`config.mk`:
```
export PLATFORM = sky130hd
export DESIGN_NAME = rom_load_ctrl
export DESIGN_NICKNAME = d
export VERILOG_FILES = /design/src/rtl/xevious_pkg.sv /design/src/rtl/rom_region_dec.sv /design/src/rtl/rom_load_ctrl.sv
export SDC_FILE = /design/constraint.sdc
export NUM_CORES = 1
export LEC_CHECK = 0
export BUFFER_PORTS_ARGS = -buffer_cell sky130_fd_sc_hd__buf_2
export CORE_ASPECT_RATIO = 2
export CORE_UTILIZATION = 37
export DETAILED_ROUTE_END_ITERATION = 8
export GPL_TIMING_DRIVEN = 0
export PLACE_DENSITY = 0.68
export SYNTH_ARGS = -nofsm -noshare
export SYNTH_HDL_FRONTEND = slang
export SYNTH_SLANG_ARGS = --single-unit
```
`constraint.sdc`:
```
create_clock -name clk_sys -period 3.1 [get_ports clk_sys]
set_input_delay 0.465 -clock clk_sys [delete_from_list [all_inputs] [get_ports clk_sys]]
set_output_delay 0.465 -clock clk_sys [all_outputs]
set_load 0.1 [all_outputs]
```
`src/rtl/xevious_pkg.sv`:
```
// Shared constants and types for the ROM download path: region map,
// download timing constants and the loader state encoding.
package xevious_pkg;

  localparam int unsigned HOLD_CYCLES = 1024;
  localparam int unsigned ACK_TIMEOUT = 255;
  localparam int unsigned TOTAL_BYTES = 32'h20000;

  localparam int NUM_REGIONS = 4;

  // Entry [i] describes region Ri; limits are inclusive.
  localparam logic [NUM_REGIONS-1:0][24:0] REGION_BASE =
    {25'h18000, 25'h14000, 25'h10000, 25'h00000};
  localparam logic [NUM_REGIONS-1:0][24:0] REGION_LIMIT =
    {25'h1FFFF, 25'h17FFF, 25'h13FFF, 25'h0FFFF};

  typedef enum logic [2:0] {
    ST_IDLE,
    ST_LOAD,
    ST_WRITE,
    ST_HOLD,
    ST_DONE
  } load_state_e;

endpackage

```
`src/rtl/rom_region_dec.sv`:
```
// Combinational region decoder: maps a download byte address onto a
// one-hot region hit and the byte offset inside that region.
module rom_region_dec
  import xevious_pkg::*;
(
  input  logic [24:0]            addr,
  output logic [NUM_REGIONS-1:0] hit,
  output logic [16:0]            rel_addr
);

  // Compare against every region window; addresses past the image hit nothing.
  always_comb begin
    hit      = '0;
    rel_addr = '0;
    for (int i = 0; i < NUM_REGIONS; i++) begin
      if (addr >= REGION_BASE[i] && addr <= REGION_LIMIT[i]) begin
        hit[i]   = 1'b1;
        rel_addr = 17'(addr - REGION_BASE[i]);
      end
    end
  end

endmodule

```
`src/rtl/rom_load_ctrl.sv`:
```
// ROM download controller: steers HPS download bytes into four ROM regions,
// applies backpressure while a region write is outstanding, and keeps the
// game core in reset until a complete, error-free image has been loaded.
module rom_load_ctrl
  import xevious_pkg::*;
#(
  parameter int unsigned P_HOLD_CYCLES = HOLD_CYCLES,
  parameter int unsigned P_ACK_TIMEOUT = ACK_TIMEOUT,
  parameter int unsigned P_TOTAL_BYTES = TOTAL_BYTES
) (
  input  logic        clk_sys,
  input  logic        reset_n,
  input  logic        ioctl_download,
  input  logic        ioctl_wr,
  input  logic [24:0] ioctl_addr,
  input  logic [7:0]  ioctl_dout,
  output logic        ioctl_wait,
  output logic [3:0]  rom_we,
  output logic [16:0] rom_addr,
  output logic [7:0]  rom_data,
  input  logic [3:0]  rom_ack,
  output logic        core_reset,
  output logic        load_done,
  output logic        load_err
);

  localparam int HOLD_W = $clog2(P_HOLD_CYCLES + 1);
  localparam int ACK_W  = $clog2(P_ACK_TIMEOUT + 1);

  load_state_e       state_q, state_d;
  logic [17:0]       cnt_q, cnt_d;
  logic [HOLD_W-1:0] hold_q, hold_d;
  logic [ACK_W-1:0]  ack_q, ack_d;
  logic [3:0]        we_q, we_d;
  logic [16:0]       addr_q, addr_d;
  logic [7:0]        data_q, data_d;
  logic              err_q, err_d;
  logic              done_q, done_d;
  logic              core_rst_q, core_rst_d;
  logic              dl_q;

  logic [3:0]        dec_hit;
  logic [16:0]       dec_rel;
  logic              dl_rise;
  logic              acked;
  logic              write_end;

  rom_region_dec u_dec (
    .addr     (ioctl_addr),
    .hit      (dec_hit),
    .rel_addr (dec_rel)
  );

  assign dl_rise = ioctl_download & ~dl_q;
  assign acked   = |(rom_ack & we_q);

  // Next-state and output decisions for the download sequencer.
  always_comb begin
    state_d    = state_q;
    cnt_d      = cnt_q;
    hold_d     = hold_q;
    ack_d      = ack_q;
    we_d       = we_q;
    addr_d     = addr_q;
    data_d     = data_q;
    err_d      = err_q;
    done_d     = done_q;
    core_rst_d = core_rst_q;
    write_end  = 1'b0;

    case (state_q)
      ST_IDLE, ST_DONE: begin
        if (dl_rise) begin
          state_d    = ST_LOAD;
          cnt_d      = '0;
          err_d      = 1'b0;
          done_d     = 1'b0;
          core_rst_d = 1'b1;
        end
      end

      ST_LOAD: begin
        if (ioctl_wr) begin
          if (|dec_hit) begin
            we_d    = dec_hit;
            addr_d  = dec_rel;
            data_d  = ioctl_dout;
            ack_d   = '0;
            state_d = ST_WRITE;
          end else begin
            err_d = 1'b1;
          end
        end else if (!ioctl_download) begin
          hold_d  = '0;
          state_d = ST_HOLD;
        end
      end

      ST_WRITE: begin
        // A strobe while backpressure is up is an overrun; the byte is lost.
        if (ioctl_wr) begin
          err_d = 1'b1;
        end
        if (acked) begin
          we_d      = '0;
          cnt_d     = (cnt_q == 18'h3FFFF) ? cnt_q : cnt_q + 18'd1;
          write_end = 1'b1;
        end else if (ack_q == ACK_W'(P_ACK_TIMEOUT - 1)) begin
          we_d      = '0;
          err_d     = 1'b1;
          write_end = 1'b1;
        end else begin
          ack_d = ack_q + ACK_W'(1);
        end
        // If the download ended while this byte was in flight, go straight to HOLD.
        if (write_end) begin
          hold_d  = '0;
          state_d = ioctl_download ? ST_LOAD : ST_HOLD;
        end
      end

      ST_HOLD: begin
        if (dl_rise) begin
          state_d    = ST_LOAD;
          cnt_d      = '0;
          err_d      = 1'b0;
          done_d     = 1'b0;
          core_rst_d = 1'b1;
        end else if (hold_q == HOLD_W'(P_HOLD_CYCLES - 1)) begin
          state_d = ST_DONE;
          if (cnt_q == 18'(P_TOTAL_BYTES) && !err_q) begin
            done_d     = 1'b1;
            core_rst_d = 1'b0;
          end else begin
            err_d = 1'b1;
          end
        end else begin
          hold_d = hold_q + HOLD_W'(1);
        end
      end

      default: begin
        state_d = ST_IDLE;
      end
    endcase
  end

  // State and datapath registers; reset parks the core in reset with no write pending.
  always_ff @(posedge clk_sys or negedge reset_n) begin
    if (!reset_n) begin
      state_q    <= ST_IDLE;
      cnt_q      <= '0;
      hold_q     <= '0;
      ack_q      <= '0;
      we_q       <= '0;
      addr_q     <= '0;
      data_q     <= '0;
      err_q      <= 1'b0;
      done_q     <= 1'b0;
      core_rst_q <= 1'b1;
      dl_q       <= 1'b0;
    end else begin
      state_q    <= state_d;
      cnt_q      <= cnt_d;
      hold_q     <= hold_d;
      ack_q      <= ack_d;
      we_q       <= we_d;
      addr_q     <= addr_d;
      data_q     <= data_d;
      err_q      <= err_d;
      done_q     <= done_d;
      core_rst_q <= core_rst_d;
      dl_q       <= ioctl_download;
    end
  end

  assign ioctl_wait = |we_q;
  assign rom_we     = we_q;
  assign rom_addr   = addr_q;
  assign rom_data   = data_q;
  assign core_reset = core_rst_q;
  assign load_done  = done_q;
  assign load_err   = err_q;

endmodule

```
; Word-level counts from Yosys, hierarchy flattened
; Index checks and enable logic that the tools add are counted.
[classes]
shift = 0
div_mod_pow = 0
n_eq_ne = 28
addsub = 6
reduce_logical = 25
mux = 59
order_cmp = 8
n_mul = 0
bitwise = 3
[op_table]
columns = op, n
row1 = $ge 25x17->1 const B, 3
row2 = $le 25x17->1 const B, 3
row3 = $mux 17, 4
row4 = $mux 11, 5
row5 = $mux 18, 3
row6 = $sub 17x17->17 const B, 3
row7 = $eq 18x18->1 const B, 2
row8 = $pmux 18 s2, 1
row9 = $pmux 11 s3, 1
row10 = $mux 8, 4
row11 = $ne 2x2->1 const B, 13
row12 = $ge 25x1->1 const B, 1
row13 = $le 25x16->1 const B, 1
row14 = $mux 1, 23
row15 = $mux 3, 7
row16 = $add 18x1->18 const B, 1
row17 = $ne 3x3->1 const B, 6
row18 = $mux 4, 4
row19 = $pmux 8 s2, 1
row20 = $pmux 3 s4, 1
row21 = $reduce_and 4->1, 3
row22 = $reduce_and 6->1, 2
row23 = $reduce_or 4->1, 3
row24 = $add 11x1->11 const B, 1
row25 = 24 further kinds, 33
[word_totals]
mem_bits_rw = 0
out_inout_bits = 33
word_cells = 140
latchBits = 0
ff_bits = 73
in_bits = 41
rom_bits = 0
memories = 0

; Logic depth before layout (Yosys ltp)
; Gate-level depths: netlist (run 1).
[logic_depth]
word_depth = 7
depth_mapped = 10
ltp_nobuf = 9

; By module
; Synthesis (run 1) repeated with hierarchy kept, for this count alone.
[hier_totals]
cells_unflattened = 480
hier_area_um2 = 4386.7
[modules_own_cells]
columns = module, cells_per_inst, instances, seq_area_each_um2, area_per_inst_um2
row1 = rom_load_ctrl, 409, 1, 1828.0, 3726.1
row2 = rom_region_dec, 71, 1, 0.0, 660.6

; Least setup slack after synthesis (run 1)
; No wires, ideal clock.
[synth_path]
kind = input-to-reg
from = input port ioctl_addr[3]
to = register addr_q[0] (netlist: rom_addr[0])
slack_ns = 0.596
setup_time_ns = 0.125
path_stages = 7
t_arrival_ns = 2.379
cell_sequence = nand4_1 or4_4 o22ai_1 nand4_1 a31oi_4 buf_6 mux2_2
[synth_between]
elab_chain_cells = 6
word_cells_on_any_way = 22
[synth_lines]
columns = item, line
row1 = start: declaration, rom_load_ctrl.sv:15  ; input logic [24:0] ioctl_addr,
row2 = $ge 25x1->1 or $le 25x16->1 (tied branches), rom_region_dec.sv:16  ; if (addr >= REGION_BASE[i] && addr <= REGION_LIMIT[i]) begin
row3 = $logic_and 1x1->1, rom_region_dec.sv:16
row4 = $mux 17 (4 in a row), rom_region_dec.sv:16
row5 = end signal: assignment, rom_load_ctrl.sv:168  ; addr_q <= addr_d;
row6 = end: declaration, rom_load_ctrl.sv:35  ; logic [16:0] addr_q, addr_d;
; Several ways; a longest one is shown, not always the timed one.
; A chain may end at the register's enable or synchronous reset.

; Worst setup path after layout (run 1)
[layout_path]
from = register state_q[2]
to = register hold_q[8]
[layout_between]
elab_chain_cells = 3
word_cells_on_any_way = 11
[layout_lines]
columns = item, line
row1 = start: declaration, rom_load_ctrl.sv:30  ; load_state_e state_q, state_d;
row2 = start signal: assignment, rom_load_ctrl.sv:163  ; state_q <= state_d;
row3 = $eq 3x2->1 or $eq 3x1->1 (tied branches), rom_load_ctrl.sv:71  ; case (state_q)
row4 = $ne 2x2->1 (no line) or $reduce_bool 3->1 (tied branches), -
row5 = $reduce_and 6->1 (no line), -
row6 = end signal: assignment, rom_load_ctrl.sv:165  ; hold_q <= hold_d;
row7 = end: declaration, rom_load_ctrl.sv:32  ; logic [HOLD_W-1:0] hold_q, hold_d;
; Several ways; a longest one is shown, not always the timed one.

==> flow_summary_export.csv, run 1 <==
group,metric,value,unit
cells_and_area,layout_commonest_cell,"buf_2",
routing,first_iter_violations,200,
sta,max_freq,355,MHz
worst_setup_path,path_max_fanout,10,
power,p_sw_share,37.3,%
floorplan,dieWidth,75.4,um
clocking,clock_sinks,73,
placed_design,io_buffers,73,
worst_setup_path,worstPathBufferInverterCount,2,
floorplan,start_util,38.1,%
cells_and_area,layout-drive-gt1-share,25.6,%
sta,min_period,2820,ps
power,leakage,0.00238,uW
clocking,cts.clk_slew.worst_paths,60,ps
floorplan,core,10500,um2
logic_synthesis,ys_seq_area_share,45.8,%
logic_synthesis,yosysUniqueCellTypes,60,
global_routing,grt-busiest-layer,"met2",
worst_setup_path,r2r-start,"state_q[2]",
cells_and_area,diodes,0,
logic_synthesis,ys_ff_latch,73,
worst_setup_path,crit_chain,"clkbuf_1 > or3b_2 > nor3b_1 > nand4bb_1 > buf_2 > o21ai_0 > o41ai_1",
worst_setup_path,criticalPathCategory,"register to register",
global_routing,grt_pass1_vias,3523,
worst_setup_path,r2r_cells,7,
floorplan,die_area,11200,um2
floorplan,rows,53,
worst_setup_path,startpoint_type,"register",
power,switchingPower,1190,uW
worst_setup_path,crit_cells,7,
global_routing,met3_usage,3.92,%
placed_design,place_hpwl,7550,um
global_routing,use_met1,18.7,%
worst_setup_path,crit_family,"simple AND/OR/NAND/NOR gates",
logic_synthesis,synth_area_per_cell,9.92,um2
sta,final.setup.tns,0,ps
sta,period_share,90.8,%
cells_and_area,layout_common_cells,"74 x buf_2, 72 x dfrtp_1, 40 x nor2_1",
global_routing,grt.total_usage,19.2,%
global_routing,antenna_found_initial,0,
logic_synthesis,synth_flop_cell,"dfrtp_1",
sta,slew_headroom,31.9,%
cells_and_area,syn2layout_area_growth,22.2,%
worst_setup_path,cp-end-kind,"register",
worst_hold_path,hold_path.class,"input pin to async pin",
clocking,cts_setup_buffers,0,
worst_setup_path,cp-endpoint,"hold_q[8]",
floorplan,dieHeight,149,um
power,clockPowerShare,34.6,%
logic_synthesis,synthCells,402,
cells_and_area,fillers,1017,
power,ir_drop,0.000542,V
routing,drt-total-wl,9770,um
power,pwr-share-comb,30.4,%
worst_setup_path,max_stage_delay,860,ps
worst_setup_path,critPathRequiredTime,3330,ps
worst_setup_path,arrival,3040,ps
global_routing,met2_usage,35.1,%
routing,ant_nets,0,
sta,rsz0062_at_grt,"no",
cells_and_area,utilization,46.5,%
logic_synthesis,async_flop_share,100,%
power,powerDensity,654,nW/um2
routing,viasPerCell,5.46,
logic_synthesis,synth_edf_count,0,
logic_synthesis,syn_nets,456,
outcome,status,"finished, final reports clean",
clocking,cts_hold_buffers,0,
clocking,cts-root-buf,"clkbuf_16",
sta,clock_skew,7.17,ps
clocking,tritoncts.num_buffers,9,
logic_synthesis,syn_area,3990,um2
sta,worstMarginPinSlew,1020,ps
sta,hold_viol,0,
worst_setup_path,cp_slowest_cell,"nor3b_1",
worst_setup_path,cp-startpoint,"state_q[2]",
worst_setup_path,regToRegEndpoint,"hold_q[8]",
power,p_int,2000,uW
floorplan,num_io_pins,74,
clocking,cts_resized,0,
routing,wire_per_inst,15.5,um
clocking,cts_max_level,3,
worst_setup_path,rrSetupSlack,280,ps
global_routing,grt_pass1_wl,16200,um
power,power,3190,uW
logic_synthesis,synth_warnings,0,
cells_and_area,nets,541,
routing,vias,3433,
routing,first_pass_iters,5,
job,drv_cap,0,
placed_design,gp_congestion,0.946,
routing,drc,0,
clocking,clk_latency,330,ps
sta,setup_viol,0,
sta,slew_viol_final,0,
global_routing,gr-total-overflow,0,
clocking,cts_tree,"built",
power,sequentialPowerShare,35.0,%
clocking,cts_buffer_depth,2,
global_routing,grt_max_degree,45,
## power groups by stage
stage / Sequential (uW) / Combinational [uW] / Clock [uW]
after CTS: 1110 / 971 / 1120
after global routing: 1130 / 1050 / 1170
after floorplan: 1440 / 420 / 0
after global placement: 1120 / 945 / 0
final: 1120 / 968 / 1100
after detailed placement: 1130 / 969 / 0
## worst min path at each step
stage | from | to | cells past startpoint
final | reset_n | rom_addr[12] | 1
after floorplan | reset_n | ack_q[0] | 0
after global placement | core_reset | core_reset | 2
after detailed placement | reset_n | hold_q[3] | 1
after global routing | reset_n | rom_addr[12] | 1
after CTS | reset_n | rom_addr[12] | 1
## area by class of cell
cell class                 count  area, um2  area share (%)
buffer                        15       73.8            1.51
clock buffer                   9        225            4.62
clock inverter                 7       95.1            1.95
inverter                      14       52.6            1.08
multi-input combinational    300       2030            41.7
sequential                    73       1830            37.5
tap                          137        171            3.52
timing repair buffer          74        395            8.11
## kinds of logic (layout without fill, tap and decap cells)
kind of cell    count (synthesis)  in the layout  share of synthesized area (%)
compound gates                 80             80                           13.8
xor+xnor                       22             22                           4.83
fa+ha+maj                      13             13                           4.08
buf+inv                        29            119                           3.17
flops                          73             73                           45.8
mux                            24             24                           6.87
simple gates                  161            161                           21.4
## layer usage
layer  vias to the layer above  share of wire (%)
met5                         -                  0
met4                         0                5.0
met3                        30                3.5
met2                        98                 56
met1                      1661                 36
li1                       1644                  -
## metrics by stage
| step | area [um2] | instances | hold slack, ps | worst slack [ps] |
|---|---|---|---|---|
| after floorplan | 3990 | 402 | 169 | 596 |
| after global placement | 4530 | 612 | 451 | 188 |
| after detailed placement | 4560 | 613 | 427 | 161 |
| after CTS | 4880 | 629 | 66.4 | 286 |
| after global routing | 4880 | 629 | 81.9 | 74.5 |
| final | 4880 | 629 | 59.7 | 284 |
## synthesized netlist by cell type, types with 11 or more instances
cell	instances	area share [%]
nand3_1	14	1.8
mux2_2	23	6.5
nand4_1	19	3.0
dfrtp_1	72	45
nor2_1	40	3.8
inv_1	14	1.3
ha_1	13	4.1
xor2_1	14	3.1
a21oi_1	11	1.4
o21ai_0	28	3.5
nand2_1	32	3.0
## registers in the layout, indices dropped and copies added (netlist names)
| signal | cells |
|---|---|
| ack_q | 8 |
| cnt_q | 18 |
| core_reset | 1 |
| dl_q | 1 |
| hold_q | 11 |
| load_done | 1 |
| load_err | 1 |
| rom_addr | 17 |
| rom_data | 8 |
| rom_we | 4 |
| state_q | 3 |
No activity file was read; power rests on OpenSTA's default activity.
==> run 2: changes to the inputs <==
--- a/config.mk
+++ b/config.mk
@@ -10,7 +10,7 @@
 export CORE_UTILIZATION = 37
 export DETAILED_ROUTE_END_ITERATION = 8
 export GPL_TIMING_DRIVEN = 0
-export PLACE_DENSITY = 0.68
+export PLACE_DENSITY = 0.59
 export SYNTH_ARGS = -nofsm -noshare
 export SYNTH_HDL_FRONTEND = slang
 export SYNTH_SLANG_ARGS = --single-unit
==> run 2 against run 1 <==
  * Critical path type unchanged
  * Utilization grew 0.096 points
  * Critical path depth unchanged
  * Non-clock buffer count increased by 1
  * First-iteration DRC count down 56%
  * Clock power hardly changed
  * Clock skew down 1.8 ps
==> flow_summary_export.csv, run 2 (synthesis gave the netlist of run 1 again) <==
group,metric,value,unit
outcome,status,"finished, final reports clean",
floorplan,dieHeight,149,um
floorplan,dieWidth,75.4,um
sta,min_period,2750,ps
routing,wire_per_inst,15.7,um
cells_and_area,multi_input_area,2030,um2
placed_design,gp_congestion,0.888,
cells_and_area,layout_common_cells,"74 x buf_2, 72 x dfrtp_1, 40 x nor2_1",
cells_and_area,fillers,1055,
clocking,clk_latency,330,ps
worst_setup_path,cp_slowest_cell,"nor3b_1",
power,leakage,0.00238,uW
clocking,cts_hold_buffers,1,
worst_setup_path,critPathRequiredTime,3320,ps
sta,hold_viol,0,
placed_design,place_hpwl,7570,um
cells_and_area,layout_commonest_cell,"buf_2",
cells_and_area,regArea,1830,um2
routing,first_pass_iters,6,
sta,slew_headroom,38.0,%
worst_hold_path,hold_end,"dl_q",
worst_setup_path,r2r_cells,7,
cells_and_area,diodes,0,
sta,final.setup.tns,0,ps
routing,viasPerCell,5.43,
floorplan,start_util,38.1,%
worst_setup_path,r2r-start,"state_q[2]",
clocking,cts_resized,0,
worst_setup_path,rrSetupSlack,350,ps
worst_setup_path,path_max_fanout,10,
floorplan,num_io_pins,74,
cells_and_area,syn2layout_area_growth,22.5,%
sta,slew_viol_final,0,
job,drv_cap,0,
clocking,clock_sinks,73,
placed_design,io_buffers,73,
routing,first_iter_violations,89,
worst_hold_path,min_from,"ioctl_download",
sta,setup_viol,0,
sta,period_share,88.7,%
routing,vias,3424,
routing,drc,0,
global_routing,grt.total_usage,19.1,%
sta,max_freq,363,MHz
power,powerDensity,653,nW/um2
floorplan,rows,53,
routing,ant_nets,0,
global_routing,gr-total-overflow,0,
global_routing,grt_pass1_wl,16000,um
clocking,cts-root-buf,"clkbuf_16",
worst_setup_path,max_stage_delay,760,ps
global_routing,antenna_found_initial,0,
worst_hold_path,whs_path_depth,1,
clocking,cts_max_level,3,
clocking,tritoncts.num_buffers,9,
sta,hold_slack,320,ps
cells_and_area,nets,542,
worst_setup_path,worstPathBufferInverterCount,2,
sta,rsz0062_at_grt,"no",
sta,clock_skew,5.39,ps
clocking,cts_setup_buffers,0,
worst_setup_path,arrival,2970,ps
global_routing,grt_max_degree,63,
floorplan,core,10500,um2
worst_setup_path,regToRegEndpoint,"hold_q[8]",
worst_setup_path,crit_family,"simple AND/OR/NAND/NOR gates",
clocking,cts_tree,"built",
worst_setup_path,criticalPathCategory,"register to register",
cells_and_area,regMostFlops,"cnt_q",
worst_setup_path,startpoint_type,"register",
clocking,cts.clk_slew.worst_paths,60,ps
worst_setup_path,crit_chain,"clkbuf_1 > or3b_2 > nor3b_1 > nand4bb_1 > buf_2 > o21ai_0 > o41ai_1",
worst_hold_path,hold_path.class,"input pin to register",
cells_and_area,layout-drive-gt1-share,25.6,%
clocking,cts_buffer_depth,2,
global_routing,grt_pass1_vias,3474,
floorplan,die_area,11200,um2
worst_setup_path,cp-end-kind,"register",
sta,worstMarginPinSlew,918,ps
routing,drt-total-wl,9870,um
power,ir_drop,0.000661,V
cells_and_area,largest_register_ffs,18,
-- run 2: cell count changes in the layout (fill, tap and decap cells not counted) --
| cell | delta |
|---|---|
| dlygate4sd3_1 | +1 |
-- run 2: per-layer routing --
metal / global-route usage (%) / up-vias / wire [um]
met1: 18.3 / 1661 / 3530
li1: - / 1639 / -
met4: 11.0 / 0 / 410
met3: 3.85 / 27 / 328
met2: 35.7 / 97 / 5600
met5: 0 / - / 0
-- run 2: worst register-to-register path, delay by kind of cell, from the launching register on --
family | cells | cell delay [ps]
DFF | 1 | 350
AOI/OAI and AO/OA | 2 | 190
buffers and inverters | 2 | 450
and+or+nand+nor | 3 | 1650
-- run 2: through the flow --
stage / cells / power (uW) / setup WS (ps) / instance area, um2 / utilization [%]
2_1_floorplan: 402 / 1860 / 596 / 3990 / -
3_3_place_gp: 612 / 2070 / 164 / 4530 / 43.2
3_5_place_dp: 613 / 2100 / 125 / 4560 / 43.5
4_1_cts: 630 / 3220 / 285 / 4890 / 46.6
5_1_grt: 630 / 3360 / 93.1 / 4890 / 46.6
6_report: 630 / 3190 / 349 / 4890 / 46.6
-- run 2: final cells by class --
class	count	area share [%]
multi-input combinational	300	41.6
sequential	73	37.4
timing repair buffer	75	8.30
clock buffer	9	4.61
tap	137	3.51
clock inverter	7	1.95
buffer	15	1.51
inverter	14	1.08
-- run 2: worst max path at each step --
stage / from / to / cells past startpoint
2_1_floorplan: ioctl_addr[3] / rom_addr[0] / 7
3_3_place_gp: ioctl_addr[3] / rom_addr[8] / 8
3_5_place_dp: ioctl_addr[2] / rom_addr[9] / 8
4_1_cts: state_q[2] / hold_q[8] / 7
5_1_grt: state_q[2] / hold_q[8] / 7
6_report: state_q[2] / hold_q[8] / 7
-- run 2: report_power, final --
part | leakage [uW] | switching, uW | internal [uW]
sequential | 0.000992 | 65.9 | 1050
combinational | 0.00124 | 713 | 250
clock | 0.000155 | 412 | 704
==> run 3: changes to the inputs <==
--- a/config.mk
+++ b/config.mk
@@ -6,11 +6,11 @@
 export NUM_CORES = 1
 export LEC_CHECK = 0
 export BUFFER_PORTS_ARGS = -buffer_cell sky130_fd_sc_hd__buf_2
-export CORE_ASPECT_RATIO = 2
 export CORE_UTILIZATION = 37
 export DETAILED_ROUTE_END_ITERATION = 8
 export GPL_TIMING_DRIVEN = 0
 export PLACE_DENSITY = 0.59
+export SETUP_SLACK_MARGIN = 0.2
 export SYNTH_ARGS = -nofsm -noshare
 export SYNTH_HDL_FRONTEND = slang
 export SYNTH_SLANG_ARGS = --single-unit
==> run 3 against run 2 <==
  * Die area shrank 0.22%
  * Utilization shrank 0.49 points
  * Routed wire length fell by 5.9%
  * Clock power fell by 23%
  * Hold slack worse by 300 ps
  * Final area is 2.1% lower
  * Flip-flop and latch count unchanged
  * Combinational power barely moved
  * Critical path depth increased by 1
  * Critical path type unchanged
  * Critical endpoint is now cnt_q[17]
  * Largest power group is now registers
==> flow_summary_export.csv, run 3 (synthesis gave the netlist of run 1 again) <==
group,metric,value,unit
outcome,status,"finished, final reports clean",
sta,hold_viol,0,
power,sequentialPowerShare,37.9,%
cells_and_area,largest_register_ffs,18,
cells_and_area,layout_common_cells,"74 x buf_2, 72 x dfrtp_1, 40 x nor2_1",
cells_and_area,regMostFlops,"cnt_q",
cells_and_area,fillers,1010,
worst_setup_path,cp-end-kind,"register",
worst_setup_path,crit_family,"compound AO/OA/AOI/OAI gates",
cells_and_area,diodes,0,
routing,ant_nets,0,
floorplan,num_io_pins,74,
clocking,cts.clk_slew.worst_paths,90,ps
cells_and_area,layout_commonest_cell,"buf_2",
clocking,cts_hold_buffers,0,
worst_setup_path,cp-startpoint,"state_q[2]",
sta,clock_skew,7.45,ps
job,drv_cap,0,
cells_and_area,nets,541,
placed_design,place_area,4550,um2
worst_setup_path,r2r-start,"state_q[2]",
power,pwr-share-comb,32.8,%
routing,drc,0,
sta,layout_setup_ws,462,ps
cells_and_area,finalInstanceArea,4780,um2
clocking,cts_max_level,3,
worst_setup_path,startpoint_type,"register",
power,ir_drop,0.000480,V
worst_hold_path,hold_path.class,"input pin to async pin",
cells_and_area,syn2layout_area_growth,19.9,%
routing,drt-total-wl,9290,um
power,leakage,0.00233,uW
routing,wire_per_inst,14.8,um
sta,worstMarginPinSlew,747,ps
routing,first_pass_iters,4,
sta,max_freq,379,MHz
floorplan,rows,37,
placed_design,place_hpwl,7040,um
power,power,2930,uW
routing,vias,3366,
global_routing,grt_pass1_wl,15700,um
sta,slew_viol_final,0,
floorplan,core,10400,um2
clocking,cts_tree,"built",
clocking,clock_sinks,73,
placed_design,gp_congestion,0.847,
worst_setup_path,max_stage_delay,570,ps
worst_setup_path,cp_slowest_cell,"or3b_2",
routing,first_iter_violations,193,
floorplan,dieHeight,106,um
placed_design,pre_cts_slack,144,ps
power,p_sw_share,40.0,%
sta,final.setup.tns,0,ps
cells_and_area,utilization,46.1,%
power,powerDensity,612,nW/um2
placed_design,io_buffers,73,
clocking,cts_setup_buffers,0,
sta,period_share,85.1,%
worst_setup_path,critPathRequiredTime,3330,ps
global_routing,grt_pass1_vias,3216,
clocking,tritoncts.num_buffers,9,
floorplan,dieWidth,106,um
worst_setup_path,path_max_fanout,10,
worst_setup_path,criticalPathCategory,"register to register",
global_routing,grt.total_usage,17.7,%
cells_and_area,layout-drive-gt1-share,25.8,%
sta,setup_viol,0,
power,p_int,1760,uW
worst_setup_path,crit_chain,"clkbuf_1 > or3b_2 > a21oi_1 > o31ai_1 > a211oi_1 > nor2b_1 > xnor2_1 > nor2_1",
global_routing,grt_max_degree,48,
clocking,cts-root-buf,"clkbuf_8",
routing,viasPerCell,5.36,
worst_setup_path,arrival,2870,ps
floorplan,start_util,38.5,%
worst_setup_path,worstPathBufferInverterCount,1,
clocking,cts_buffer_depth,2,
sta,min_period,2640,ps
sta,rsz0062_at_grt,"no",
global_routing,antenna_found_initial,0,
floorplan,die_area,11200,um2
power,switchingPower,1170,uW
global_routing,gr-total-overflow,0,
clocking,clk_latency,360,ps
sta,slew_headroom,49.6,%
power,clockPowerShare,29.3,%
==> run 3: timing repair <==
action | 4_1_cts | 5_1_grt
endpoints found under the setup margin | 0 | 9
resized for setup | 0 | 1
endpoints found under the hold margin | 0 | 0
==> run 3: stage by stage <==
step,hold WS (ps),std cells
3_5_place_dp,415,612
5_1_grt,42.8,628
4_1_cts,25.1,628
6_report,24.3,628
3_3_place_gp,450,611
2_1_floorplan,169,402
==> run 3: worst paths after layout <==
kind	endpoint	slack [ps]	depth (start not counted)
setup / recovery	cnt_q[17]	460	8
hold / removal	rom_addr[15]	20	1
setup reg to reg	cnt_q[17]	460	8
hold reg to reg	core_reset	470	2
max in group asynchronous	core_reset	2480	2
min in group clk_sys	dl_q	290	1
==> run 3: routing by layer <==
metal	part of all wire (%)	up-vias	GRT usage [%]
met5	0	-	0
met4	1.7	0	5.36
met3	3.4	12	4.14
met2	47	60	27.8
met1	48	1655	24.2
li1	-	1639	-
==> run 3: power by group through the flow <==
stage                     Sequential (uW)  Clock, uW  Combinational (uW)
after detailed placement             1130          0                 958
final                                1110        858                 961
after global placement               1120          0                 943
after CTS                            1110        887                 961
after floorplan                      1440          0                 420
after global routing                 1120        920                1050
==> run 3: area by class of cell <==
cell class              instances  area, um2  share of cell area [%]
clock inverters                 7        101                    2.12
well taps                     136        170                    3.56
repair buffers                 74        395                    8.26
plain buffers                  15       73.8                    1.54
multi-input cells             300       2040                    42.6
flip-flops and latches         73       1830                    38.2
clock buffers                   9        124                    2.59
inverters                      14       52.6                    1.10
